File: src/rtl/matrix_pkg.sv
// rtl/matrix_pkg.sv - shared dimensions and state type for the 4x4 matrix multiply sequencer
package matrix_pkg;
    localparam int MAT_DIM   = 4;
    localparam int MAT_ELEMS = 16;

    typedef enum logic [1:0] {
        IDLE = 2'd0,
        RUN  = 2'd1,
        DONE = 2'd2
    } state_t;
endpackage

File: src/rtl/matrix_mul_sequencer_if.sv
// rtl/matrix_mul_sequencer_if.sv - operand/result handshake bundle for matrix_mul_sequencer
interface matrix_mul_sequencer_if
    import matrix_pkg::*;
#(
    parameter int WII = 8,
    parameter int WIF = 8,
    parameter int WOI = 8,
    parameter int WOF = 8
);
    localparam int WI = WII + WIF;
    localparam int WO = WOI + WOF;

    logic                           in_valid;
    logic                           in_ready;
    logic [MAT_ELEMS-1:0][WI-1:0]   matA;
    logic [MAT_ELEMS-1:0][WI-1:0]   matB;
    logic                           out_valid;
    logic                           out_ready;
    logic [MAT_ELEMS-1:0][WO-1:0]   res_mat;
    logic                           busy;

    modport master (
        output in_valid, matA, matB, out_ready,
        input  in_ready, out_valid, res_mat, busy
    );

    modport slave (
        input  in_valid, matA, matB, out_ready,
        output in_ready, out_valid, res_mat, busy
    );
endinterface

File: src/rtl/dot_product.sv
// rtl/dot_product.sv - 4-term signed fixed-point dot product, WII.WIF inputs to WOI.WOF result
// Assumes 2*WIF > WOF so each product is narrowed with a round-half-up shift.
module dot_product
    import matrix_pkg::*;
#(
    parameter int WII = 8,
    parameter int WIF = 8,
    parameter int WOI = 8,
    parameter int WOF = 8
) (
    input  logic [MAT_DIM-1:0][WII+WIF-1:0] a_row,
    input  logic [MAT_DIM-1:0][WII+WIF-1:0] b_col,
    output logic [WOI+WOF-1:0]              dot
);
    localparam int WI = WII + WIF;
    localparam int WO = WOI + WOF;
    localparam int PW = 2 * WI;
    localparam int SH = 2 * WIF - WOF;
    localparam logic [PW-1:0] HALF = PW'(1) << (SH - 1);

    logic [MAT_DIM-1:0][WO-1:0] term;
    logic [WO-1:0]              sum01;
    logic [WO-1:0]              sum012;

    for (genvar k = 0; k < MAT_DIM; k++) begin : g_term
        logic [PW-1:0] a_ext;
        logic [PW-1:0] b_ext;
        logic [PW-1:0] prod;

        assign a_ext = {{WI{a_row[k][WI-1]}}, a_row[k]};
        assign b_ext = {{WI{b_col[k][WI-1]}}, b_col[k]};
        assign prod  = a_ext * b_ext;
        // Integer overflow wraps: only the low WO bits of the rounded value survive.
        assign term[k] = WO'((prod + HALF) >> SH);
    end

    assign sum01  = term[0] + term[1];
    assign sum012 = sum01 + term[2];
    assign dot    = sum012 + term[3];
endmodule

File: src/rtl/matrix_mul_sequencer.sv
// rtl/matrix_mul_sequencer.sv - 4x4 fixed-point matrix product, one element per cycle on a shared dot unit
module matrix_mul_sequencer
    import matrix_pkg::*;
#(
    parameter int WII = 8,
    parameter int WIF = 8,
    parameter int WOI = 8,
    parameter int WOF = 8
) (
    input  logic                    clk,
    input  logic                    rst_n,
    matrix_mul_sequencer_if.slave   bus
);
    localparam int WI = WII + WIF;
    localparam int WO = WOI + WOF;

    state_t                         state;
    state_t                         state_d;
    logic [3:0]                     idx;
    logic [3:0]                     idx_d;
    logic                           load;
    logic [MAT_ELEMS-1:0][WI-1:0]   a_q;
    logic [MAT_ELEMS-1:0][WI-1:0]   b_q;
    logic [MAT_ELEMS-1:0][WO-1:0]   res_q;
    logic [MAT_DIM-1:0][WI-1:0]     a_row;
    logic [MAT_DIM-1:0][WI-1:0]     b_col;
    logic [WO-1:0]                  dot;

    always_comb begin
        for (int k = 0; k < MAT_DIM; k++) begin
            a_row[k] = a_q[{idx[3:2], 2'(k)}];
            b_col[k] = b_q[{2'(k), idx[1:0]}];
        end
    end

    dot_product #(
        .WII (WII),
        .WIF (WIF),
        .WOI (WOI),
        .WOF (WOF)
    ) u_dot (
        .a_row (a_row),
        .b_col (b_col),
        .dot   (dot)
    );

    always_ff @(posedge clk or negedge rst_n) begin
        if (!rst_n) begin
            state <= IDLE;
            idx   <= '0;
            a_q   <= '0;
            b_q   <= '0;
            res_q <= '0;
        end else begin
            state <= state_d;
            idx   <= idx_d;
            if (load) begin
                a_q <= bus.matA;
                b_q <= bus.matB;
            end
            if (state == RUN) begin
                res_q[idx] <= dot;
            end
        end
    end

    always_comb begin
        state_d = state;
        idx_d   = idx;
        load    = 1'b0;
        case (state)
            IDLE: begin
                if (bus.in_valid) begin
                    load    = 1'b1;
                    idx_d   = '0;
                    state_d = RUN;
                end
            end
            RUN: begin
                idx_d = idx + 4'd1;
                if (idx == 4'(MAT_ELEMS - 1)) begin
                    state_d = DONE;
                end
            end
            DONE: begin
                // Returning to IDLE first keeps a DONE handshake and a new accept in separate cycles.
                if (bus.out_ready) begin
                    state_d = IDLE;
                end
            end
            default: state_d = IDLE;
        endcase
    end

    always_comb begin
        bus.in_ready  = (state == IDLE);
        bus.out_valid = (state == DONE);
        bus.busy      = (state != IDLE);
        bus.res_mat   = res_q;
    end
endmodule

File: src/flat_wrapper.sv
// flat-port wrapper written by rule: the top's interface ports become plain ports
module matrix_mul_sequencer_flat import matrix_pkg::*;
#(
    parameter int WII = 8,
    parameter int WIF = 8,
    parameter int WOI = 8,
    parameter int WOF = 8
)
  (clk, rst_n, bus_in_valid, bus_matA, bus_matB, bus_out_ready, bus_in_ready, bus_out_valid, bus_res_mat, bus_busy);
  matrix_mul_sequencer_if #(.WII(WII), .WIF(WIF), .WOI(WOI), .WOF(WOF)) bus_i ();
  input  logic clk;
  input  logic rst_n;
  input wire logic [$bits(bus_i.in_valid)-1:0] bus_in_valid;
  input wire logic [$bits(bus_i.matA)-1:0] bus_matA;
  input wire logic [$bits(bus_i.matB)-1:0] bus_matB;
  input wire logic [$bits(bus_i.out_ready)-1:0] bus_out_ready;
  output wire logic [$bits(bus_i.in_ready)-1:0] bus_in_ready;
  output wire logic [$bits(bus_i.out_valid)-1:0] bus_out_valid;
  output wire logic [$bits(bus_i.res_mat)-1:0] bus_res_mat;
  output wire logic [$bits(bus_i.busy)-1:0] bus_busy;
  assign bus_i.in_valid = bus_in_valid;
  assign bus_i.matA = bus_matA;
  assign bus_i.matB = bus_matB;
  assign bus_i.out_ready = bus_out_ready;
  assign bus_in_ready = bus_i.in_ready;
  assign bus_out_valid = bus_i.out_valid;
  assign bus_res_mat = bus_i.res_mat;
  assign bus_busy = bus_i.busy;
  matrix_mul_sequencer #(.WII(WII), .WIF(WIF), .WOI(WOI), .WOF(WOF)) u_core (.clk(clk), .rst_n(rst_n), .bus(bus_i));
endmodule
File: config.mk
export PLATFORM = sky130hd
export DESIGN_NAME = matrix_mul_sequencer_flat
export DESIGN_NICKNAME = d
export VERILOG_FILES = /design/src/rtl/matrix_pkg.sv /design/src/rtl/matrix_mul_sequencer_if.sv /design/src/rtl/dot_product.sv /design/src/rtl/matrix_mul_sequencer.sv /design/src/flat_wrapper.sv
export SDC_FILE = /design/constraint.sdc
export NUM_CORES = 2
export LEC_CHECK = 0
export ABC_AREA = 1
export CAP_MARGIN = 20
export CORE_ASPECT_RATIO = 0.75
export CORE_MARGIN = 2
export CORE_UTILIZATION = 40
export CTS_BUF_LIST = sky130_fd_sc_hd__clkbuf_8
export DETAILED_ROUTE_END_ITERATION = 10
export PLACE_DENSITY = 0.67
export SLEW_MARGIN = 20
export SYNTH_ARGS = -nofsm -noshare
export SYNTH_HDL_FRONTEND = slang
export SYNTH_SLANG_ARGS = --single-unit
File: constraint.sdc
create_clock -name clk -period 9.05 [get_ports clk]
set_input_delay 0.905 -clock clk [delete_from_list [all_inputs] [get_ports clk]]
set_output_delay 0.905 -clock clk [all_outputs]
set_load 0.1 [all_outputs]
Word level (Yosys, flattened, before mapping)
Index checks and enable logic that the tools add are counted.
- register bits: 774
- output and inout port bits: 259
- word-level logic and storage cells: 111
- $add $sub $neg: 8
- $mul: 4
- $lt $le $gt $ge: 10
- eq/ne operators: 6
- multiplexer cells: 27
- reductions and logical operators: 6
- operator list (kind ; count):
    binary-select mux 16 bit (select 2 bit) ; 8
    bitwise mux 256 bit ; 1
    2-to-1 mux 16 bit ; 9
    adder 24 x 8 -> 24 bit, second input constant ; 4
    multiplier 16 x 16 -> 24 bit ; 4
    demux 16 bit (select 4 bit) ; 1
    adder 16 bit ; 3
    < comparator 4 x 5 -> 1 bit, second input constant ; 7
    one-hot mux 4 bit (2 select lines) ; 1
    2-to-1 mux 2 bit ; 3
    inequality test 2 bit, second input constant ; 3
    one-hot mux 2 bit (3 select lines) ; 1
    < comparator 2 x 5 -> 1 bit, second input constant ; 1
    < comparator 3 x 5 -> 1 bit, second input constant ; 1
    adder 4 x 1 -> 4 bit, second input constant ; 1
    == test 4 bit, second input constant ; 1
    greater-or-equal comparator 4 x 1 -> 1 bit, second input constant ; 1
    2-to-1 mux 4 bit ; 1
    nonzero test 2 bit ; 2
    AND reduction 3 bit ; 1
    == test 2 x 1 -> 1 bit, second input constant ; 1
    == test 2 bit, second input constant ; 1
    logical NOT 2 bit ; 1
    2-to-1 mux 1 bit ; 2
    other kinds (2) ; 2

Longest topological paths before layout
- word-level depth: 8
- depth in mapped cells: 63
- gate-level depth less buffers: 58

Hierarchy
A second synthesis with hierarchy kept.
- cell total of the unflattened synthesis: 8541
- area total of the unflattened synthesis: 66725.2 µm²
- by module, submodules not included (module ; instances ; cells an instance ; area each (µm²) ; seq. area each (µm²)):
    matrix_mul_sequencer ; 1 ; 4250 ; 34275.4 ; 19368.6
    dot_product ; 1 ; 4291 ; 32449.9 ; 0.0

Worst setup path after synthesis
Ideal clock, no wire load.
- path kind: reg-to-reg
- from: reg u_core.idx[3]
- to: reg u_core.res_q (netlist bit u_core.bus.res_mat[254])
- arrival: 9.161 ns
- required time: 8.914 ns
- path slack: -0.247 ns
- stages on the path, launching flop included: 45
- clock period less this slack: 9.297 ns
- cell sequence: dfrtp_1 buf_4 nor2_2 buf_2 buf_2 clkbuf_1 a22oi_1 inv_1 a221oi_1 clkinv_1 nand2_1 fa_1 inv_1 fa_1 ha_1 fa_1 inv_1 fa_1 [9 not listed] fa_1 inv_1 ha_1 nand2_1 nor2_1 a211oi_1 o21ai_0 nand3_1 nand2_1 nand2_1 nand2_1 a21oi_1 inv_1 a31oi_1 o21ai_0 xnor2_1 clkbuf_1 o21ai_0
- word-level cells in the longest chain between the ends: 8
- elaborated cells on any way between the ends: 25
- those cells by class: add/sub (7); mul (4); order compare (2); mux (11); reduce/logical (1)
- RTL lines (what ; RTL line ; source):
    start, declared ; matrix_mul_sequencer.sv:19 ; logic [3:0] idx;
    start signal, assigned ; matrix_mul_sequencer.sv:56 ; idx <= idx_d;
    binary-select mux 16 bit (select 2 bit) ; matrix_mul_sequencer.sv:31 ; a_row[k] = a_q[{idx[3:2], 2'(k)}];
    2-to-1 mux 16 bit (implied by the code) ; matrix_mul_sequencer.sv:31 ;
    multiplier 16 x 16 -> 24 bit ; dot_product.sv:32 ; assign prod = a_ext * b_ext;
    adder 24 x 8 -> 24 bit ; dot_product.sv:34 ; assign term[k] = WO'((prod + HALF) >> SH);
    adder 16 bit ; dot_product.sv:37 ; assign sum01 = term[0] + term[1];
    adder 16 bit ; dot_product.sv:38 ; assign sum012 = sum01 + term[2];
    adder 16 bit ; dot_product.sv:39 ; assign dot = sum012 + term[3];
    bitwise mux 256 bit (*) ; matrix_mul_sequencer.sv:62 ; res_q[idx] <= dot;
    end signal, assigned by index ; matrix_mul_sequencer.sv:62 ;
    end, declared ; matrix_mul_sequencer.sv:24 ; logic [MAT_ELEMS-1:0][WO-1:0] res_q;
Every way passes the cells marked *; elsewhere a longest branch is shown, timed or not. The select of a mux whose other input is x is not followed.
A chain may end at the register's enable or synchronous reset.

Worst setup path in the final report
- from: reg u_core.idx[0]
- to: reg u_core.res_q (netlist bit u_core.bus.res_mat[175])
- word-level cells in the longest chain between the ends: 8
- elaborated cells on any way between the ends: 25
- those cells by class: add/sub (7); mul (4); order compare (2); mux (11); reduce/logical (1)
- RTL lines (what ; RTL line ; source):
    binary-select mux 16 bit (select 2 bit) ; matrix_mul_sequencer.sv:32 ; b_col[k] = b_q[{2'(k), idx[1:0]}];
    2-to-1 mux 16 bit (implied by the code) ; matrix_mul_sequencer.sv:32 ;
    multiplier 16 x 16 -> 24 bit ; dot_product.sv:32 ;
    adder 24 x 8 -> 24 bit ; dot_product.sv:34 ;
    adder 16 bit ; dot_product.sv:37 ;
    adder 16 bit ; dot_product.sv:38 ;
    adder 16 bit ; dot_product.sv:39 ;
    bitwise mux 256 bit (*) ; matrix_mul_sequencer.sv:62 ;
Marks and branches as above.

==> impl_metrics.py <==
metrics = {
    "synth": {
        "synthesis.area_um2": 63900,
        "ys_types": 52,
        "ys_ff_latch": 774,
        "ys.flop_type": "dfrtp_1",
        "syn_inst": 7980,
        "synth_edf_count": 0,
        "yosysWarnings": 0,
        "synth_fp_nets": 9565,
        "synth-seq-area-share_pct": 30.3,
        "ys_async_sr_fraction_pct": 100,
        "syn_area_per_cell_um2": 8.01,
    },
    "cts": {
        "htree_levels": 4,
        "cts_tree": "yes",
        "clock-sinks": 774,
        "insertion_delay_ns": 0.93,
        "clockBufferDepth": 3,
        "clk_pin_slew_ns": 0.08,
        "numCtsBuffers": 130,
        "cts_root_buf": "clkbuf_8",
    },
    "layout": {
        "utilization_pct": 52.6,
        "fin_cells": 11504,
        "syn_to_final_growth_pct": 30.0,
        "fin_area_um2": 83100,
        "fin_nets": 10883,
        "layout-drive-gt1-share_pct": 12.3,
    },
    "detailed_routing": {
        "drtAntennaViolNets": 0,
        "totalWireLength_um": 240000,
        "drtIter0Drc": 5167,
        "drc": 0,
        "vias": 57188,
        "firstDrtPassIters": 7,
        "avgRoutedWirePerCell_um": 20.9,
        "viasPerCell": 4.97,
    },
    "placed_design": {
        "io_buffer_count": 774,
        "place_ws_ns": -0.236,
        "place_hpwl_um": 195000,
        "place_area_um2": 79000,
        "place_inst": 11238,
        "gp_congestion": 1.04,
    },
    "timing": {
        "finalSetupViolations": 0,
        "fin_crit_sh_pct": 98.6,
        "hold_viol": 0,
        "final_max_slew_viol_count": 0,
        "worst_pin_slew_ns": 1.14,
        "finClkSkew_ns": 0.0686,
        "max-slew-margin-rel_pct": 23.7,
        "setup_ws_ns": 0.124,
        "max_freq_mhz": 112,
        "rsz0062_at_grt": "yes",
        "period_needed_ns": 8.93,
    },
    "worst_setup_path": {
        "slowest_delay_ns": 0.56,
        "cp_slowest_cell": "dfrtp_4",
        "cp-start-kind": "register",
        "critPathMostFrequentCell": "fa_1",
        "critPathKind": "register to register",
        "crit_arrival_ns": 9.70,
        "end_kind": "register",
        "required_ns": 9.82,
        "critPathMaxFanout": 8,
    },
    "global_route": {
        "overflow": 0,
        "first_global_vias": 58510,
        "antenna_found_initial": 13,
        "grt_usage_pct": 29.3,
        "grt_pass1_wl_um": 360000,
        "grt_max_degree": 243,
    },
    "job": {
        "drv_cap": 0,
    },
    "worst_hold_path": {
        "min-delay-path-class": "register to register",
    },
    "die": {
        "fp.dieH_um": 350,
        "die_width_um": 465,
        "start_util_pct": 40.4,
        "rows": 126,
        "design.die.area_um2": 163000,
        "design.portCount": 775,
        "coreArea_um2": 158000,
    },
    "outcome": {
        "status": "complete, no violations",
    },
}
## state kept, by name, summed over array words and instances (netlist names)
register / flops
u_core.b_q: 256
u_core.a_q: 256
u_core.idx: 4
u_core.bus.res_mat: 256
u_core.state: 2
## kinds of logic after synthesis
logic type      Yosys count  share of synthesized area, %
simple gates           3901                          23.8
xor+xnor                103                          1.41
fa+ha+maj              1069                          30.1
flops                   774                          30.3
compound gates          551                          4.89
buf+inv                1582                          9.53
## layout by cell type, fill, tap and decap left out, drive strengths merged, types with 23 or more instances in the layout
master         instances
nand2               3138
inv                 1280
fa                   778
dfrtp                774
clkdlybuf4s50        772
buf                  718
nor2                 525
o21ai                315
ha                   291
nand3                181
clkbuf               155
a21oi                113
xor2                  60
clkinv                50
a22oi                 44
xnor2                 43
a32oi                 23
## critical path: cells and delay by family, from the launching register on
family	cells	cell delay, ns
AOI/OAI and AO/OA	6	0.91
xor gates and xnor gates	1	0.27
adders and majority gates	10	4.42
buffers and inverters	13	1.59
DFF	1	0.56
and+or+nand+nor	12	1.00
## through the flow
step	hold WS (ns)	setup TNS, ns
finish	0.469	0
global route	0.487	-14.00
CTS	0.415	0
detailed placement	0.459	-9.96
global placement	0.456	-1.69
floorplan	0.444	0
## area by class of cell
type / count / area, um^2
well taps: 2112 / 2640
inverters: 1272 / 4820
repair buffers: 1496 / 14200
flip-flops and latches: 774 / 19400
clock inverters: 72 / 584
fillers: 14967 / 74900
diodes: 4 / 10.0
clock buffers: 150 / 2060
multi-input cells: 5624 / 39400
## layer usage
| metal | up-vias | GRT usage, % | wire (um) |
|---|---|---|---|
| met1 | 28228 | 40.1 | 104000 |
| met2 | 2119 | 46.3 | 109000 |
| met3 | 381 | 5.71 | 18400 |
| met4 | 14 | 10.5 | 9070 |
| met5 | - | 0 | 91 |
| li1 | 26446 | - | - |
## cells in the mapped netlist (all sizes together), types with 9 or more instances
| library cell | count | share of area (%) |
|---|---|---|
| a21oi | 113 | 0.89 |
| a22oi | 44 | 0.52 |
| a32oi | 23 | 0.33 |
| and2 | 18 | 0.18 |
| buf | 76 | 0.69 |
| clkbuf | 234 | 1.4 |
| clkinv | 37 | 0.22 |
| dfrtp | 774 | 30 |
| fa | 778 | 24 |
| ha | 291 | 5.7 |
| inv | 1235 | 7.3 |
| nand2 | 3138 | 18 |
| nand3 | 181 | 1.5 |
| nand4 | 15 | 0.15 |
| nor2 | 525 | 3.2 |
| nor3 | 12 | 0.13 |
| o211ai | 10 | 0.12 |
| o21ai | 315 | 2.5 |
| o21bai | 9 | 0.11 |
| xnor2 | 43 | 0.59 |
| xor2 | 60 | 0.82 |
## timing repair
item,CTS,global route
endpoints found under the hold margin,43,0
gates cloned,0,6
hold buffers,1,0
pin swaps,0,34
setup buffers,1,33
resized for setup,26,217
endpoints found under the setup margin,73,136
## worst paths after layout
kind                                         start                       to  slack [ns]  cells past startpoint
setup / recovery                     u_core.idx[0]  u_core.bus.res_mat[175]        0.12                     42
hold / removal             u_core.bus.res_mat[147]  u_core.bus.res_mat[147]        0.47                      2
setup reg to reg                     u_core.idx[0]  u_core.bus.res_mat[175]        0.12                     42
hold reg to reg            u_core.bus.res_mat[147]  u_core.bus.res_mat[147]        0.47                      2
max in group asynchronous                    rst_n            u_core.b_q[4]        6.13                      4
min in group asynchronous                    rst_n           u_core.b_q[15]        0.66                      2
Power is left out: the tool's default activity adds up to more than one toggle a clock period on the data nets, which glitch-free logic cannot reach.
